$ cat src/rtl/vertex_detection_param.sv
// Streaming KERNEL_SIZE x KERNEL_SIZE vertex detector: thresholds each incoming column, keeps a
// running on-count over the last KERNEL_SIZE columns and flags convex/concave window centres.
module vertex_detection_param #(
  parameter int unsigned KERNEL_SIZE = 11,
  parameter int unsigned PIXEL_WIDTH = 16,
  parameter int unsigned SUM_WIDTH   = $clog2(KERNEL_SIZE * KERNEL_SIZE + 1)
) (
  input  logic                                   clk_in,
  input  logic                                   rst_in,
  input  logic [KERNEL_SIZE-1:0][PIXEL_WIDTH-1:0] data_in,
  input  logic [10:0]                            hcount_in,
  input  logic [9:0]                             vcount_in,
  input  logic                                   data_valid_in,
  input  logic [PIXEL_WIDTH-1:0]                 on_thresh,
  input  logic [SUM_WIDTH-1:0]                   convex_max,
  input  logic [SUM_WIDTH-1:0]                   concave_min,
  input  logic [1:0]                             mode,
  output logic                                   data_valid_out,
  output logic [10:0]                            hcount_out,
  output logic [9:0]                             vcount_out,
  output logic                                   is_vertex,
  output logic [SUM_WIDTH-1:0]                   fill_count
);

  localparam int unsigned Center = KERNEL_SIZE / 2;
  localparam int unsigned ColW   = $clog2(KERNEL_SIZE + 1);
  localparam int unsigned FillW  = $clog2(KERNEL_SIZE + 1);

  // Stage 1: threshold and popcount
  logic [ColW-1:0] col_cnt_d;
  logic            ctr_bit_d;

  logic            s1_valid_q;
  logic [ColW-1:0] s1_cnt_q;
  logic            s1_ctr_q;
  logic [10:0]     s1_h_q;
  logic [9:0]      s1_v_q;

  always_comb begin
    col_cnt_d = '0;
    for (int i = 0; i < KERNEL_SIZE; i++) begin
      col_cnt_d = col_cnt_d + ColW'(data_in[i] >= on_thresh);
    end
    ctr_bit_d = data_in[Center] >= on_thresh;
  end

  always_ff @(posedge clk_in) begin
    if (rst_in) begin
      s1_valid_q <= 1'b0;
      s1_cnt_q   <= '0;
      s1_ctr_q   <= 1'b0;
      s1_h_q     <= '0;
      s1_v_q     <= '0;
    end else begin
      s1_valid_q <= data_valid_in;
      if (data_valid_in) begin
        s1_cnt_q <= col_cnt_d;
        s1_ctr_q <= ctr_bit_d;
        s1_h_q   <= hcount_in;
        s1_v_q   <= vcount_in;
      end
    end
  end

  // Stage 2: sliding window of column counts and centre bits
  logic [KERNEL_SIZE-1:0][ColW-1:0] cnt_sr_q, cnt_sr_d;
  logic [KERNEL_SIZE-1:0]           ctr_sr_q, ctr_sr_d;
  logic [SUM_WIDTH-1:0]             sum_q, sum_d;
  logic [FillW-1:0]                 fill_q, fill_d;
  logic                             s2_valid_q;
  logic [10:0]                      s2_h_q;
  logic [9:0]                       s2_v_q;
  logic                             restart;

  // s2_v_q holds the vcount of the previous valid column, so a row change is visible here.
  assign restart = (s1_h_q == '0) || (s1_v_q != s2_v_q);

  always_comb begin
    cnt_sr_d = cnt_sr_q;
    ctr_sr_d = ctr_sr_q;
    sum_d    = sum_q;
    fill_d   = fill_q;
    if (s1_valid_q) begin
      if (restart) begin
        cnt_sr_d    = '0;
        cnt_sr_d[0] = s1_cnt_q;
        sum_d       = SUM_WIDTH'(s1_cnt_q);
        fill_d      = FillW'(1);
      end else begin
        cnt_sr_d = {cnt_sr_q[KERNEL_SIZE-2:0], s1_cnt_q};
        sum_d    = sum_q + SUM_WIDTH'(s1_cnt_q) - SUM_WIDTH'(cnt_sr_q[KERNEL_SIZE-1]);
        fill_d   = (fill_q == FillW'(KERNEL_SIZE)) ? fill_q : fill_q + FillW'(1);
      end
      ctr_sr_d = {ctr_sr_q[KERNEL_SIZE-2:0], s1_ctr_q};
    end
  end

  always_ff @(posedge clk_in) begin
    if (rst_in) begin
      cnt_sr_q   <= '0;
      ctr_sr_q   <= '0;
      sum_q      <= '0;
      fill_q     <= '0;
      s2_valid_q <= 1'b0;
      s2_h_q     <= '0;
      s2_v_q     <= '0;
    end else begin
      cnt_sr_q   <= cnt_sr_d;
      ctr_sr_q   <= ctr_sr_d;
      sum_q      <= sum_d;
      fill_q     <= fill_d;
      s2_valid_q <= s1_valid_q;
      if (s1_valid_q) begin
        s2_h_q <= s1_h_q;
        s2_v_q <= s1_v_q;
      end
    end
  end

  // Stage 3: compare and register outputs
  logic window_full;
  logic vertex_d;

  always_comb begin
    window_full = (fill_q == FillW'(KERNEL_SIZE)) && (s2_v_q >= 10'(KERNEL_SIZE - 1));
    vertex_d    = s2_valid_q && window_full && ctr_sr_q[Center] &&
                  ((mode[0] && (sum_q <= convex_max)) || (mode[1] && (sum_q >= concave_min)));
  end

  always_ff @(posedge clk_in) begin
    if (rst_in) begin
      data_valid_out <= 1'b0;
      hcount_out     <= '0;
      vcount_out     <= '0;
      is_vertex      <= 1'b0;
      fill_count     <= '0;
    end else begin
      data_valid_out <= s2_valid_q;
      hcount_out     <= s2_h_q - 11'(Center);
      vcount_out     <= s2_v_q - 10'(Center);
      is_vertex      <= vertex_d;
      fill_count     <= sum_q;
    end
  end

endmodule

$ cat config.mk
export PLATFORM = sky130hd
export DESIGN_NAME = vertex_detection_param
export DESIGN_NICKNAME = d
export VERILOG_FILES = /design/src/rtl/vertex_detection_param.sv
export SDC_FILE = /design/constraint.sdc
export NUM_CORES = 1
export LEC_CHECK = 0
export BUFFER_PORTS_ARGS = -buffer_cell sky130_fd_sc_hd__buf_2
export CAP_MARGIN = 20
export CORE_MARGIN = 2
export CORE_UTILIZATION = 40
export DETAILED_ROUTE_END_ITERATION = 8
export GPL_TIMING_DRIVEN = 1
export PLACE_DENSITY = 0.66
export SYNTH_ARGS = -nofsm -noshare
export SYNTH_HDL_FRONTEND = slang
export SYNTH_SLANG_ARGS = --single-unit
$ cat constraint.sdc
create_clock -name clk_in -period 7 [get_ports clk_in]
set_input_delay 0.35 -clock clk_in [delete_from_list [all_inputs] [get_ports clk_in]]
set_output_delay 0.35 -clock clk_in [all_outputs]
set_load 0.005 [all_outputs]
==> results of run 1 <==
-- sequential cells by signal (all words and copies together), names as in the netlist, 6 cells and up --
register	flops
s1_h_q	11
fill_count	7
s2_h_q	11
s1_v_q	10
s2_v_q	10
cnt_sr_q	44
sum_q	7
hcount_out	11
vcount_out	10
ctr_sr_q	6
-- layer usage --
metal | vias up | track usage (%) | part of all wire, %
li1 | 4471 | - | -
met1 | 4039 | 27.4 | 48
met2 | 224 | 33.3 | 45
met3 | 39 | 4.47 | 5.1
met4 | 2 | 6.19 | 1.8
met5 | - | 0 | 0.048
-- stage by stage --
stage | total power [uW] | setup slack (ps) | instance area, um2
after floorplan | 1380 | 2530 | 10100
after global placement | 1570 | 2020 | 11700
after detailed placement | 1590 | 1960 | 11700
after CTS | 2470 | 2390 | 12200
after global routing | 2610 | 2080 | 12300
final | 2450 | 2400 | 12300
-- layout make-up --
class | instances | area [um2] | area share (%)
multi-input cells | 847 | 6820 | 55.7
flip-flops and latches | 140 | 2810 | 22.9
repair buffers | 266 | 1350 | 11.0
clock buffers | 22 | 484 | 3.95
well taps | 330 | 413 | 3.37
inverters | 74 | 278 | 2.27
clock inverters | 10 | 86.3 | 0.705
diodes | 6 | 15.0 | 0.123
-- critical path, stage by stage --
cell and delay [ps]:
buf_2 90, inv_1 360, ha_1 350, a21o_1 170, a21o_1 170, a211oi_1 220
o21bai_1 100, a21o_1 180, a221oi_1 380, fa_1 470, inv_1 100, fa_1 410
inv_1 90, fa_1 380, inv_1 70, fa_1 190, inv_1 60, fa_1 420
xnor2_1 130, mux2i_1 130, nor2_1 50
-- cell families after synthesis --
logic type	Yosys count
mux	55
fa+ha+maj	213
buf+inv	112
compound gates	244
simple gates	310
flops	140
xor+xnor	25
-- synth_stat cells, types with 15 or more instances --
cell type  instances
nand4_1           22
nand2_1           54
nand2b_1          19
dfxtp_1          140
a211oi_1          18
a21o_1            54
nand3_1           24
ha_1             202
nand3_2           30
nor3_1            15
a21oi_1           49
nor2_1           108
a21oi_2           30
clkbuf_1          20
xor2_1            15
o21ai_0           39
mux2i_1           55
inv_1             74
-- report_power, final --
group	internal, uW	switching, uW	leakage, uW
clock network	526	351	0.000287
logic	322	381	0.00461
registers	836	36.1	0.00114
-- worst paths after layout --
kind         cells past startpoint           end    startpoint  slack (ps)
min reg2reg                      2  cnt_sr_q[34]  cnt_sr_q[34]         460
min                              3     s1_h_q[9]  hcount_in[9]         160
max                             21   s1_cnt_q[2]  on_thresh[9]        2400
max reg2reg                      9      sum_q[6]   s1_cnt_q[3]        4330
==> results.toml, run 1 <==
[status]
status = "complete, no violations"

[clocking]
hold_buffers = 0
clockBufferDepth = 2
clock_sinks = 140
post_cts_buffers = 0
cts-resized-gates = 0
cts_buffers = 17
cts_htree_levels = 4
clk-insertion-delay-late_ps = 420
cts_root_buf = "clkbuf_16"
cts_tree = "done"
clk_pin_slew_ps = 60

[final_layout]
syn2layout_area_growth_pct = 20.8
fillCellCount = 2407
drive_above_1_share_pct = 26.7
final_util_pct = 48.9
finalNetCount = 1791
final_cell_mix = "buf_2, ha_1, dfxtp_1"
fin_cells = 1695
final_common_cell = "buf_2"

[sta]
slew_headroom_pct = 44.7
timing.fmax_mhz = 217
finalHoldViolCount = 0
rsz0062_at_grt = "false"
tightest_slew_ps = 830
fin_hold_ws_ps = 160
skew_ps = 9.12
setup_viol = 0
layout_min_cycle_time_ps = 4600
period_share_pct = 65.8
setup_tns_ps = 0
maxSlewViolCount = 0

[logic_synthesis]
syn-num-nets = 1544
yosysWarnings = 0
synth-seq-area-share_pct = 27.6
synth-xor-area-share_pct = 2.16
synth_compound_area_share_pct = 16.5
synth_top_cell_area_share_pct = 27.6
synth_cell_type_count = 54
synth_area_leaders = "dfxtp_1, ha_1, mux2i_1"
synthMuxAreaShare_pct = 5.43
syn-cell-area_mm2 = 0.0101
ys.flop_type = "dfxtp_1"
avgSynthCellArea_um2 = 9.23
async_flop_share_pct = 0
syn_inst = 1099
ys_ff_latch = 140
synthAdderAreaFrac_pct = 27.1
yosys.area_share.simple_pct = 16.1
synth.largest_area_cell = "dfxtp_1"
synth_top_family_by_area = "adder cells"
synth_edf_count = 0

[detailed_routing]
routedWlPerCell_um = 16.1
route.detailed.drc = 0
drt_iter0_drc = 521
drt-pass1-iter-count = 6
vias = 8775
wl_um = 27300
antenna_left = 0
via_per_inst = 5.18

[floorplanning]
rows = 58
die_x_um = 163
initial_core_util_pct = 40.5
dieArea_mm2 = 0.0266
die_h_um = 163
coreArea_mm2 = 0.0250
io_pins = 262

[job]
drv_cap = 0

[pwr]
p_leak_uw = 0.00604
powerDensity_mw_per_mm2 = 200
vdd_drop_max_mv = 0.147

[global_route]
antenna_found_initial = 7
grt_use_total_pct = 20.6
grt_overflow = 0
grt_pass1_vias = 8728
grt_pass1_wl_um = 43400
grt_max_degree = 64

[worst_setup_path]
cp_max_fo = 11
cp.required_ps = 7300
startpoint_type = "primary input"
worstPathArrival_ps = 4900
cp-end-kind = "register"
crit_type = "in2reg"

[hold_path]
hold_class = "in2reg"

[place]
gp_congestion = 0.991
dpl.hpwl_um = 21200
dp_cells = 1657
io_buffers = 261
No activity file was read; power rests on OpenSTA's default activity.
==> run 2: changes to the inputs <==
--- a/config.mk
+++ b/config.mk
@@ -11,7 +11,7 @@
 export CORE_UTILIZATION = 40
 export DETAILED_ROUTE_END_ITERATION = 8
 export GPL_TIMING_DRIVEN = 1
-export PLACE_DENSITY = 0.66
+export PLACE_DENSITY = 0.69
 export SYNTH_ARGS = -nofsm -noshare
 export SYNTH_HDL_FRONTEND = slang
 export SYNTH_SLANG_ARGS = --single-unit
==> constraint.sdc (replaced) <==
create_clock -name clk_in -period 4 [get_ports clk_in]
set_input_delay 0.2 -clock clk_in [delete_from_list [all_inputs] [get_ports clk_in]]
set_output_delay 0.2 -clock clk_in [all_outputs]
set_load 0.005 [all_outputs]
==> run 2 against run 1 <==
  * Non-clock buffer count is 64 higher
  * Via count up 3.0%
  * Largest cell class unchanged
  * Sequential power is 75% higher
  * Largest power group unchanged
  * Clock skew grew 2.1 ps
  * Critical endpoint unchanged
  * Worst setup slack worse by 2400 ps
  * Count of clock-buffer cells in the layout up 1
  * Die area did not move
  * Sequential share of layout area is 1.7 points lower
  * Combinational power increased by 95%
  * Highest routed layer is now met4
  * Utilization is 3.8 points higher
==> results.toml, run 2 (synthesized netlist as in run 1, its figures left out) <==
[detailed_routing]
route.detailed.drc = 0
wl_um = 28400
via_per_inst = 5.14
drt-pass1-iter-count = 4
drt_iter0_drc = 333
routedWlPerCell_um = 16.2
vias = 9040
antenna_left = 0

[final_layout]
final_cell_mix = "buf_2, ha_1, dfxtp_1"
finalNetCount = 1855
syn2layout_area_growth_pct = 30.3
final_common_cell = "buf_2"
top_register = "cnt_sr_q"
largest_reg_flops = 44
drive_above_1_share_pct = 32.7
fin_cells = 1760

[sta]
slew_headroom_pct = 26.0
period_share_pct = 99.7
layout_min_cycle_time_ps = 3990
skew_ps = 11.3
maxSlewViolCount = 0
rsz0062_at_grt = "true"
setup_viol = 0
fin_hold_ws_ps = 26.8
tightest_slew_ps = 1110
finalHoldViolCount = 0
timing.fmax_mhz = 251

[place]
dpl.hpwl_um = 22600
dp_cells = 1715
gp_congestion = 1.02
io_buffers = 261

[global_route]
grt_pass1_vias = 9010
grt_max_degree = 78
grt_overflow = 0
grt_use_total_pct = 21.2
antenna_found_initial = 6
grt_pass1_wl_um = 45000

[worst_setup_path]
cp_max_fo = 4
max_stage_delay_ps = 460
startpoint_type = "primary input"
worstPathArrival_ps = 4250
r2r-end = "sum_q[5]"
crit_type = "in2reg"
cp-end-kind = "register"
rr_worst_depth = 10
cp.required_ps = 4270
r2r_start = "s1_cnt_q[1]"
worst-r2r-setup-slack_ps = 1330
slowest_stage = "fa_1"
crit_chain = "buf_6 -> clkinvlp_4 -> buf_6 -> ha_4 -> a21o_1 -> a21o_1 -> a211oi_2 -> o21bai_1 -> a21o_1 -> a221oi_4 -> fa_1 -> inv_2 -> fa_1 -> inv_1 -> fa_1 -> inv_1 -> fa_2 -> inv_2 -> fa_2 -> xnor2_1 -> mux2i_1 -> nor2_1"

[status]
status = "complete, no violations"

[hold_path]
hold_depth = 3
whs_endpoint = "s1_h_q[0]"
hold_class = "in2reg"
worstHoldStart = "hcount_in[0]"

[pwr]
p_leak_uw = 0.00644
powerDensity_mw_per_mm2 = 352
vdd_drop_max_mv = 0.265

[clocking]
clk_pin_slew_ps = 60
clockBufferDepth = 2
clk-insertion-delay-late_ps = 410
hold_buffers = 0
clock_sinks = 140
cts_tree = "done"
cts_buffers = 17
cts_root_buf = "clkbuf_16"
cts_htree_levels = 4

[floorplanning]
die_x_um = 163
dieArea_mm2 = 0.0266
rows = 58
io_pins = 262
initial_core_util_pct = 40.5
coreArea_mm2 = 0.0250
die_h_um = 163

[job]
drv_cap = 0
-- run 2: worst max path at each step --
stage / start / endpoint / slack [ps]
final: on_thresh[9] / s1_cnt_q[2] / 10
after global routing: on_thresh[5] / s1_cnt_q[2] / -220
after global placement: on_thresh[1] / s1_cnt_q[2] / -490
after detailed placement: on_thresh[1] / s1_cnt_q[2] / -560
after floorplan: on_thresh[9] / s1_cnt_q[2] / -170
after CTS: on_thresh[5] / s1_cnt_q[2] / -30
-- run 2: report_power, final --
group	switching (uW)	leakage (uW)	internal [uW]	total [uW]
Combinational	712	0.00497	661	1370
Sequential	62.8	0.00114	1460	1530
Clock	578	0.000324	1180	1760
Total	1350	0.00644	3300	4650
-- run 2: repair_timing --
item / CTS / global route
gates resized for setup: 13 / 29
endpoints found under the setup margin: 2 / 2
setup buffers: 3 / 4
pin swaps: 6 / 15
-- run 2: per-layer routing --
metal	global-route usage, %	part of all wire (%)	up-vias	wire length [um]
li1	-	-	4584	-
met1	27.7	47	4203	13200
met2	35.9	47	214	13300
met3	3.56	4.4	39	1260
met4	6.23	2.1	0	608
met5	0	0	-	0
-- run 2: per-stage QoR --
step,power (uW),worst slack (ps),cell area (um2),setup TNS (ps),utilization [%]
floorplan,2440,-173,10300,-318,-
CTS,4670,-26.6,13000,-26.6,52.0
detailed placement,2890,-562,12300,-1600,49.2
finish,4650,13.6,13200,0,52.8
global route,4950,-216,13200,-327,52.8
global placement,2850,-494,12300,-1460,49.0
-- run 2: critical path, delay by kind of cell --
family | cells | cell delay [ps]
XOR/XNOR | 1 | 130
AO/OA/AOI/OAI | 6 | 1070
AND/OR/NAND/NOR | 1 | 50
buffers and inverters | 7 | 650
adder cells (fa/ha/maj) | 6 | 2020
multiplexers | 1 | 140
-- run 2: final cells by class --
class | count | area [um2]
antenna | 7 | 17.5
timing repair buffer | 330 | 1940
fill | 2321 | 11800
sequential | 140 | 2810
clock inverter | 9 | 180
clock buffer | 23 | 488
multi-input combinational | 847 | 7080
tap | 330 | 413
inverter | 74 | 289
